**src/rtl/timer_pkg.sv**
```systemverilog
// timer_pkg: constants and types shared by the timer counter, the register
// block and the wrap detector.
//   TIMER_WIDTH  default counter width
//   MISS_W_DEF   default width of the missed-event counter
//   CNT_MAX      all-ones count for the default width
//   CNT_MIN      zero count for the default width
//   wrap_evt_t   one-cycle wrap event pair (overflow / underflow)
package timer_pkg;

    localparam int TIMER_WIDTH = 8;
    localparam int MISS_W_DEF  = 4;

    localparam logic [TIMER_WIDTH-1:0] CNT_MAX = {TIMER_WIDTH{1'b1}};
    localparam logic [TIMER_WIDTH-1:0] CNT_MIN = '0;

    typedef struct packed {
        logic ovf;
        logic udf;
    } wrap_evt_t;

endpackage

```
**src/rtl/timer_wrap_cmp.sv**
```systemverilog
// timer_wrap_cmp: combinational wrap classifier.
// Ports:
//   cnt      in   WIDTH  current count
//   last_cnt in   WIDTH  count one pclk earlier
//   load_d   in   1      load strobe aligned with the cnt/last_cnt pair
//   updown_d in   1      direction aligned with the cnt/last_cnt pair (1 = down)
//   evt      out  2      {ovf, udf} wrap events for this cycle
module timer_wrap_cmp
    import timer_pkg::*;
#(
    parameter int WIDTH = TIMER_WIDTH
) (
    input  logic [WIDTH-1:0] cnt,
    input  logic [WIDTH-1:0] last_cnt,
    input  logic             load_d,
    input  logic             updown_d,
    output wrap_evt_t        evt
);

    localparam logic [WIDTH-1:0] MAX = {WIDTH{1'b1}};
    localparam logic [WIDTH-1:0] MIN = '0;

    // A loaded value is never a wrap, even when it lands on MAX->MIN or
    // MIN->MAX. A held count has cnt == last_cnt and can never match.
    always_comb begin
        evt     = '0;
        evt.ovf = !load_d && !updown_d && (last_cnt == MAX) && (cnt == MIN);
        evt.udf = !load_d &&  updown_d && (last_cnt == MIN) && (cnt == MAX);
    end

endmodule

```
**src/rtl/timer_wrap_detect.sv**
```systemverilog
// timer_wrap_detect: sticky overflow/underflow flags and one maskable irq,
// driven by the counter's cnt/last_cnt pair.
// Optional feature: define MISS_CNT_EN to count wrap events that arrive
// while the matching flag is still set (saturating, cleared by any clr).
// Ports:
//   pclk      in   1       clock, all state on posedge
//   preset_n  in   1       asynchronous active-low reset
//   cnt       in   WIDTH   current count
//   last_cnt  in   WIDTH   count one pclk earlier
//   load      in   1       counter load strobe
//   updown    in   1       direction, 1 = down
//   clr_ovf   in   1       W1C clear of ovf_flag
//   clr_udf   in   1       W1C clear of udf_flag
//   ovf_ie    in   1       overflow interrupt enable
//   udf_ie    in   1       underflow interrupt enable
//   ovf_flag  out  1       sticky overflow status
//   udf_flag  out  1       sticky underflow status
//   irq       out  1       registered interrupt request (level)
//   miss_cnt  out  MISS_W  lost events (zero unless MISS_CNT_EN)
module timer_wrap_detect
    import timer_pkg::*;
#(
    parameter int WIDTH  = TIMER_WIDTH,
    parameter int MISS_W = MISS_W_DEF
) (
    input  logic              pclk,
    input  logic              preset_n,
    input  logic [WIDTH-1:0]  cnt,
    input  logic [WIDTH-1:0]  last_cnt,
    input  logic              load,
    input  logic              updown,
    input  logic              clr_ovf,
    input  logic              clr_udf,
    input  logic              ovf_ie,
    input  logic              udf_ie,
    output logic              ovf_flag,
    output logic              udf_flag,
    output logic              irq,
    output logic [MISS_W-1:0] miss_cnt
);

    logic      load_d;
    logic      updown_d;
    wrap_evt_t evt;

    // The counter applies load/updown at the same edge we sample them, so
    // the registered copies line up with the resulting cnt/last_cnt pair.
    always_ff @(posedge pclk or negedge preset_n) begin
        if (!preset_n) begin
            load_d   <= 1'b0;
            updown_d <= 1'b0;
        end else begin
            load_d   <= load;
            updown_d <= updown;
        end
    end

    timer_wrap_cmp #(.WIDTH(WIDTH)) u_cmp (
        .cnt      (cnt),
        .last_cnt (last_cnt),
        .load_d   (load_d),
        .updown_d (updown_d),
        .evt      (evt)
    );

    // A new event wins over a clear in the same cycle so it is never lost.
    always_ff @(posedge pclk or negedge preset_n) begin
        if (!preset_n) begin
            ovf_flag <= 1'b0;
            udf_flag <= 1'b0;
        end else begin
            if (evt.ovf)     ovf_flag <= 1'b1;
            else if (clr_ovf) ovf_flag <= 1'b0;
            if (evt.udf)     udf_flag <= 1'b1;
            else if (clr_udf) udf_flag <= 1'b0;
        end
    end

    // irq follows the registered flags, adding one cycle after the flag.
    always_ff @(posedge pclk or negedge preset_n) begin
        if (!preset_n) irq <= 1'b0;
        else           irq <= (ovf_flag & ovf_ie) | (udf_flag & udf_ie);
    end

`ifdef MISS_CNT_EN
    logic [MISS_W-1:0] miss_q;
    logic              miss_hit;

    assign miss_hit = (evt.ovf & ovf_flag & ~clr_ovf) |
                      (evt.udf & udf_flag & ~clr_udf);

    always_ff @(posedge pclk or negedge preset_n) begin
        if (!preset_n)
            miss_q <= '0;
        else if (clr_ovf | clr_udf)
            miss_q <= '0;
        else if (miss_hit && (miss_q != {MISS_W{1'b1}}))
            miss_q <= miss_q + 1'b1;
    end

    assign miss_cnt = miss_q;
`else
    assign miss_cnt = '0;
`endif

endmodule

```
**config.mk**
```make
export PLATFORM = sky130hd
export DESIGN_NAME = timer_wrap_detect
export DESIGN_NICKNAME = d
export VERILOG_FILES = /design/src/rtl/timer_pkg.sv /design/src/rtl/timer_wrap_cmp.sv /design/src/rtl/timer_wrap_detect.sv
export SDC_FILE = /design/constraint.sdc
export NUM_CORES = 1
export LEC_CHECK = 0
export BUFFER_PORTS_ARGS = -buffer_cell sky130_fd_sc_hd__buf_4
export CORE_AREA = 3 3 40 42
export DETAILED_ROUTE_END_ITERATION = 10
export DIE_AREA = 0 0 43 45
export PLACE_DENSITY = 0.63
export SYNTH_ARGS = -nofsm -noshare
export SYNTH_HDL_FRONTEND = slang
export SYNTH_HIERARCHICAL = 1
export SYNTH_SLANG_ARGS = --single-unit
```
**constraint.sdc**
```tcl
create_clock -name pclk -period 3.2 [get_ports pclk]
set_input_delay 0 -clock pclk [delete_from_list [all_inputs] [get_ports pclk]]
set_output_delay 0 -clock pclk [all_outputs]
set_load 0.005 [all_outputs]
```
==> impl_metrics.toml, run 1 <==
[outcome]
status = "finished, final reports clean"

[job]
cap_violations = 0

[logic_synthesis]
yosysUniqueCellTypes = 16
syn_area_um2 = 292.8
syn_area_per_cell_um2 = 10.84
synthCells = 27
ys_ff_latch = 5
yosysWarningCount = 6
seq_area_frac_synth_pct = 42.74

[global_route]
grt_pass1_wl_mm = 1.304
grt_util_all_layers_pct = 9.472
antenna_found_initial = 0
grt.overflow.total = 0
grt_pass1_vias = 346
grt_start_max_net_pins = 6

[floorplanning]
core_mm2 = 0.001285
row_count = 13
die_w_um = 43
die-height_um = 45
io_pins = 31
initial_core_util_pct = 22.78
die_area_mm2 = 0.001935

[cts]
clock-root-buffer = "clkbuf_4"
cts_buffers = 3
max-clock-path-buffers = 2
ctsResizeCount = 0
cts_post_setup_buffers_inserted = 0
h-tree-depth = 1
insertion_delay_ns = 0.25
postCtsHoldBufs = 5
clkTransAtPathRegs_ns = 0.05
cts_sinks = 5
cts_tree = "yes"

[detailed_routing]
drt-total-wl_um = 828
drtIter0Drc = 1
wire_per_inst_um = 10.89
ant_nets = 0
via_per_inst = 4.434
drc = 0
vias = 337
dr.pass1.iters = 2

[setup_path]
crit_slowest_cell = "dlygate4sd3_1"
worstPathCellList = "a22o_1 > dlygate4sd3_1"
crit_path_end_kind = "flop"
crit_type = "flop to flop"
crit_fanout = 3
max_stage_delay_ns = 0.55
cp.required_ns = 3.33
worstPathArrival_ns = 1.42
startpoint_type = "flop"

[timing]
fin_skew_ns = 0.006092
max_freq_mhz = 777.3
min_period_ns = 1.286
layout_setup_ws_ns = 1.914
fin_setup_tns_ns = 0
grt_setup_unrepaired = "false"
slew_violations = 0
finalHoldViolCount = 0
finalSetupViolCount = 0
fin_crit_sh_pct = 40.20

[power]
powerDensity_mw_per_mm2 = 305.6
p_total_mw = 0.1725
peakVddDrop_mv = 0.1793
cellLeakagePower_nw = 0.2873

[final_layout]
antenna_cells = 0
most-common-layout-cells = "buf_4 (26), dlygate4sd3_1 (5), dfrtp_1 (5), conb_1 (4), clkbuf_4 (3)"
nFillCells = 134
layout.cells.non_filler = 76
final_nets = 86
area_growth_pct = 92.73
layout-drive-gt1-share_pct = 54.10
final_common_cell = "buf_4"

[placed_design]
routabilityCongestion = 0.6203
pre_cts_slack_ns = 1.924
portBuffers = 26
place_inst = 67

[min_path]
min_path_type = "primary input to flop"
-- cell usage after synthesis --
cell type	count	area, µm²
a21o_1	1	7.510
a21o_2	1	8.760
a22o_1	1	8.760
buf_4	4	30.03
conb_1	1	3.750
dfrtp_1	5	125.1
inv_1	2	7.510
nand3_1	1	5.000
nand4_1	2	12.51
nand4b_1	2	17.52
nor4_1	1	6.260
nor4_2	2	25.02
or3_1	1	6.260
or4_1	1	7.510
or4_4	1	11.26
or4b_1	1	10.01
-- cell families (layout without fill, tap and decap cells) --
logic type	Yosys count	count (layout)	share of synthesized area [%]
buffers and inverters	6	37	12.82
other	1	4	1.281
flip-flops	5	5	42.74
AND/OR/NAND/NOR	12	12	34.62
AO/OA/AOI/OAI	3	3	8.549
-- registers in the layout, indices dropped and copies added (netlist names) --
signal,flops
irq,1
load_d,1
ovf_flag,1
udf_flag,1
updown_d,1
-- final timing paths --
path	end	slack, ns	depth (start not counted)	startpoint
min in group asynchronous	udf_flag	0.10	2	preset_n
max	irq	1.91	2	ovf_flag
min	ovf_flag	0.03	3	clr_ovf
max reg2reg	irq	1.91	2	ovf_flag
max in group asynchronous	load_d	2.99	2	preset_n
min reg2reg	udf_flag	0.51	1	udf_flag
-- worst max-delay path, delay by kind of cell, from the launching register on --
kind                   cells  cell delay, ns
buffers and inverters      1            0.55
DFF                        1            0.39
AOI/OAI and AO/OA          1            0.23
-- report_power, final --
group | switching [mW] | internal [mW] | leakage (nW)
registers | 0.000553 | 0.0648 | 0.0652
logic | 0.0102 | 0.0231 | 0.207
clock network | 0.0267 | 0.0472 | 0.0150
total | 0.0375 | 0.135 | 0.287
-- layer usage --
metal / part of all wire (%) / up-vias / track usage [%]
met5: 0 / - / 0
met4: 1.1 / 0 / 3.614
met3: 13 / 2 / 7.171
met2: 56 / 19 / 15.27
met1: 30 / 152 / 9.337
li1: - / 164 / -
-- stage by stage --
step                cell area (µm²)  hold WS [ns]  utilization, %
finish                        564.3       0.03390           43.91
global route                  564.3       0.03957           43.91
CTS                           564.3       0.02925           43.91
detailed placement            488.0       -0.1936           37.97
global placement              488.0       -0.1956           37.97
floorplan                     304.0       -0.2956               -
-- cell type report --
cell class	instances	area [µm²]	share of cell area, %
Timing Repair Buffer	31	245.2	43.46
Inverter	2	7.507	1.330
Sequential cell	5	125.1	22.17
Clock buffer	4	26.28	4.656
Multi-Input combinational cell	19	141.4	25.06
Tap cell	15	18.77	3.326
(Power assumes the default switching activity.)
==> run 2: changes to the inputs <==
==> constraint.sdc (replaced) <==
create_clock -name pclk -period 1.35 [get_ports pclk]
set_input_delay 0 -clock pclk [delete_from_list [all_inputs] [get_ports pclk]]
set_output_delay 0 -clock pclk [all_outputs]
set_load 0.005 [all_outputs]
==> impl_metrics.toml, run 2 (synthesis results as in run 1) <==
[final_layout]
finalInstanceArea_um2 = 570.5
antenna_cells = 0
regArea_um2 = 125.1
final_nets = 86
layout.cells.non_filler = 76
nFillCells = 132
layout-drive-gt1-share_pct = 55.74
area_growth_pct = 94.87
most-common-layout-cells = "buf_4 (26), dlygate4sd3_1 (5), dfrtp_1 (5), conb_1 (4)"
multi_input_area_um2 = 147.6
final_common_cell = "buf_4"

[floorplanning]
initial_core_util_pct = 22.78
die-height_um = 45
io_pins = 31
row_count = 13
die_area_mm2 = 0.001935
die_w_um = 43
core_mm2 = 0.001285

[setup_path]
path_buf_inv = 1
crit_family = "buffers and inverters"
crit_type = "flop to flop"
max_stage_delay_ns = 0.54
r2r_slack_ns = 0.07
crit_slowest_cell = "dlygate4sd3_1"
cp.required_ns = 1.47
worstPathArrival_ns = 1.40
crit_path_end_kind = "flop"
worstPathCellList = "a22o_1 > dlygate4sd3_1"
crit_fanout = 3
startpoint_type = "flop"

[power]
powerDensity_mw_per_mm2 = 717.0
p_total_mw = 0.4091
clkPwrFrac_pct = 42.5
switchingPower_mw = 0.08872
pwr-share-comb_pct = 19.6
cellLeakagePower_nw = 0.2877
pwr-share-seq_pct = 37.9
swShare_pct = 21.69
peakVddDrop_mv = 0.4976
p_int_mw = 0.3204

[timing]
finalHoldViolCount = 0
fin_crit_sh_pct = 94.88
whs_ns = 0.03143
min_period_ns = 1.281
max_freq_mhz = 780.7
grt_setup_unrepaired = "false"
slew_violations = 0
fin_skew_ns = 0.002931
fin_setup_tns_ns = 0
finalSetupViolCount = 0

[cts]
cts_buffers = 3
clkTransAtPathRegs_ns = 0.05
cts_post_setup_buffers_inserted = 0
cts_sinks = 5
cts_tree = "yes"
insertion_delay_ns = 0.24
h-tree-depth = 1
max-clock-path-buffers = 2
clock-root-buffer = "clkbuf_4"

[outcome]
status = "finished, final reports clean"

[global_route]
antenna_found_initial = 0
grt_start_max_net_pins = 6
grt_util_all_layers_pct = 9.137
grt_pass1_wl_mm = 1.269
grt.overflow.total = 0
grt_pass1_vias = 327

[min_path]
min_path_type = "primary input to flop"

[placed_design]
routabilityCongestion = 0.6202
dpl-instance-area_um2 = 488.0
portBuffers = 26
place_inst = 67

[detailed_routing]
wire_per_inst_um = 10.61
dr.pass1.iters = 3
drt-total-wl_um = 806
drc = 0
ant_nets = 0
vias = 335
via_per_inst = 4.408
drtIter0Drc = 1

[job]
cap_violations = 0
[run 2: worst reg2reg max path, stage by stage (launching register included)]
cell	delay (ns)
dfrtp_1	0.40
a22o_1	0.23
dlygate4sd3_1	0.54
[run 2: worst paths after layout]
path | depth (start not counted) | end | from
max in group asynchronous | 2 | load_d | preset_n
setup / recovery | 2 | irq | ovf_flag
hold reg to reg | 1 | udf_flag | udf_flag
min in group asynchronous | 2 | udf_flag | preset_n
setup reg to reg | 2 | irq | ovf_flag
hold / removal | 3 | udf_flag | clr_udf
[run 2: repair_timing]
item | CTS | global route
endpoints found under the setup margin | 0 | 1
endpoints found under the hold margin | 8 | 0
gates resized for setup | 0 | 1
hold buffers | 5 | 0
[run 2: layout make-up]
type,count,area share (%)
timing repair buffer,31,42.98
inverter,2,1.316
sequential,5,21.93
tap,15,3.289
clock buffer,4,4.605
multi-input combinational,19,25.88
[run 2: metrics by stage]
stage | setup slack, ns | utilization, %
finish | 0.06909 | 44.40
global route | 0.02287 | 44.40
CTS | 0.06147 | 43.91
detailed placement | 0.1308 | 37.97
global placement | 0.1301 | 37.97
floorplan | 0.2021 | -
[run 2: metal layers]
layer	wire [µm]	GRT usage, %	vias to the layer above
met5	0	0	-
met1	262	9.828	152
met2	453	14.97	20
li1	-	-	163
met3	91	6.375	0
met4	0	1.807	0
[run 2: power groups by stage]
stage          sequential, mW  clock (mW)  combinational [mW]
2_1_floorplan           0.157           0              0.0192
3_3_place_gp            0.157           0              0.0684
3_5_place_dp            0.157           0              0.0697
4_1_cts                 0.155       0.178              0.0792
5_1_grt                 0.155       0.195              0.0890
6_report                0.155       0.174              0.0802
==> run 3: changes to the inputs <==
--- a/config.mk
+++ b/config.mk
@@ -10,6 +10,7 @@
 export DETAILED_ROUTE_END_ITERATION = 10
 export DIE_AREA = 0 0 43 45
 export PLACE_DENSITY = 0.63
+export SETUP_SLACK_MARGIN = 0.4
 export SYNTH_ARGS = -nofsm -noshare
 export SYNTH_HDL_FRONTEND = slang
 export SYNTH_HIERARCHICAL = 1
==> impl_metrics.toml, run 3 (synthesis results as in run 1) <==
[timing]
max_freq_mhz = 904.9
finalHoldViolCount = 0
grt_setup_unrepaired = "true"
fin_skew_ns = 0.001235
whs_ns = 0.04993
finalSetupViolCount = 0
min_period_ns = 1.105
fin_crit_sh_pct = 81.86
slew_violations = 0
fin_setup_tns_ns = 0

[setup_path]
crit_path_end_kind = "flop"
startpoint_type = "flop"
crit_type = "flop to flop"
crit_fanout = 2
cp.required_ns = 1.53
worstPathArrival_ns = 1.28

[detailed_routing]
drt-total-wl_um = 836
dr.pass1.iters = 2
drtIter0Drc = 7
via_per_inst = 4.447
vias = 338
ant_nets = 0
drc = 0
wire_per_inst_um = 11.00

[cts]
insertion_delay_ns = 0.24
cts_post_setup_buffers_inserted = 0
cts_buffers = 3
clock-root-buffer = "clkbuf_4"
h-tree-depth = 1
cts_sinks = 5
max-clock-path-buffers = 2
cts_tree = "yes"
clkTransAtPathRegs_ns = 0.04

[final_layout]
final_nets = 86
final_common_cell = "buf_4"
antenna_cells = 0
layout-drive-gt1-share_pct = 55.74
most-common-layout-cells = "buf_4 (26), dlygate4sd3_1 (5), dfrtp_1 (5), conb_1 (4)"
nFillCells = 134
layout.cells.non_filler = 76
area_growth_pct = 94.87
finalInstanceArea_um2 = 570.5

[global_route]
met1_usage_pct = 11.06
grtUsageMet2_pct = 15.57
grt_util_all_layers_pct = 9.472
antenna_found_initial = 0
use_met3_pct = 2.789
grt_busiest_layer = "met2"
grt_pass1_vias = 351
grt_start_max_net_pins = 6
grt.overflow.total = 0
grt_pass1_wl_mm = 1.359

[floorplanning]
initial_core_util_pct = 22.78
die_area_mm2 = 0.001935
die-height_um = 45
die_w_um = 43
io_pins = 31
core_mm2 = 0.001285
row_count = 13

[placed_design]
dpl-instance-area_um2 = 488.0
portBuffers = 26
place_inst = 67
place_hpwl_um = 678
routabilityCongestion = 0.7262

[power]
peakVddDrop_mv = 0.3596
cellLeakagePower_nw = 0.2848
powerDensity_mw_per_mm2 = 713.4

[min_path]
min_path_type = "primary input to flop"

[outcome]
status = "finished, final reports clean"

[job]
cap_violations = 0
run 3: repair_timing:
| action | CTS | global route |
|---|---|---|
| hold buffers | 5 | 0 |
| pin swaps | 0 | 1 |
| setup endpoints to repair | 2 | 2 |
| resized for setup | 0 | 1 |
| hold endpoints to repair | 8 | 0 |
run 3: per-layer routing:
| metal | share of wire (%) | vias up |
|---|---|---|
| met3 | 13 | 0 |
| met2 | 51 | 21 |
| met5 | 0 | - |
| met4 | 0 | 0 |
| li1 | - | 163 |
| met1 | 37 | 154 |
run 3: through the flow:
step                setup WS (ns)  utilization, %  total power [mW]
finish                     0.2449           44.40            0.4070
global route               0.1530           44.40            0.4363
CTS                        0.2268           43.91            0.4131
detailed placement         0.2172           37.97            0.2272
global placement           0.2131           37.97            0.2255
floorplan                  0.3374               -            0.1759
run 3: path summary, 6_finish.rpt:
kind | to | slack [ns] | cells after the start | start
worst max register to register | udf_flag | 0.24 | 4 | load_d
min in group asynchronous | irq | 0.10 | 2 | preset_n
max in group asynchronous | udf_flag | 1.14 | 2 | preset_n
worst min-delay path | ovf_flag | 0.05 | 3 | clr_ovf
worst min register to register | ovf_flag | 0.51 | 1 | ovf_flag
worst max-delay path | udf_flag | 0.24 | 4 | load_d
run 3: layout make-up:
class	count	area, µm²	area share [%]
inverter	2	7.507	1.316
multi-input combinational	19	147.6	25.88
sequential	5	125.1	21.93
tap	15	18.77	3.289
timing repair buffer	31	245.2	42.98
clock buffer	4	26.28	4.605
run 3: critical path: stages (launching register included):
cell	delay (ns)
dfrtp_1	0.38
nor4_2	0.13
nand3_1	0.12
nor4_2	0.30
a21o_1	0.12
run 3: power by group:
part	leakage, nW	internal, mW	switching [mW]	total [mW]
sequential	0.0652	0.154	0.00179	0.155
combinational	0.205	0.0570	0.0256	0.0825
clock	0.0150	0.112	0.0576	0.169
total	0.285	0.322	0.0850	0.407
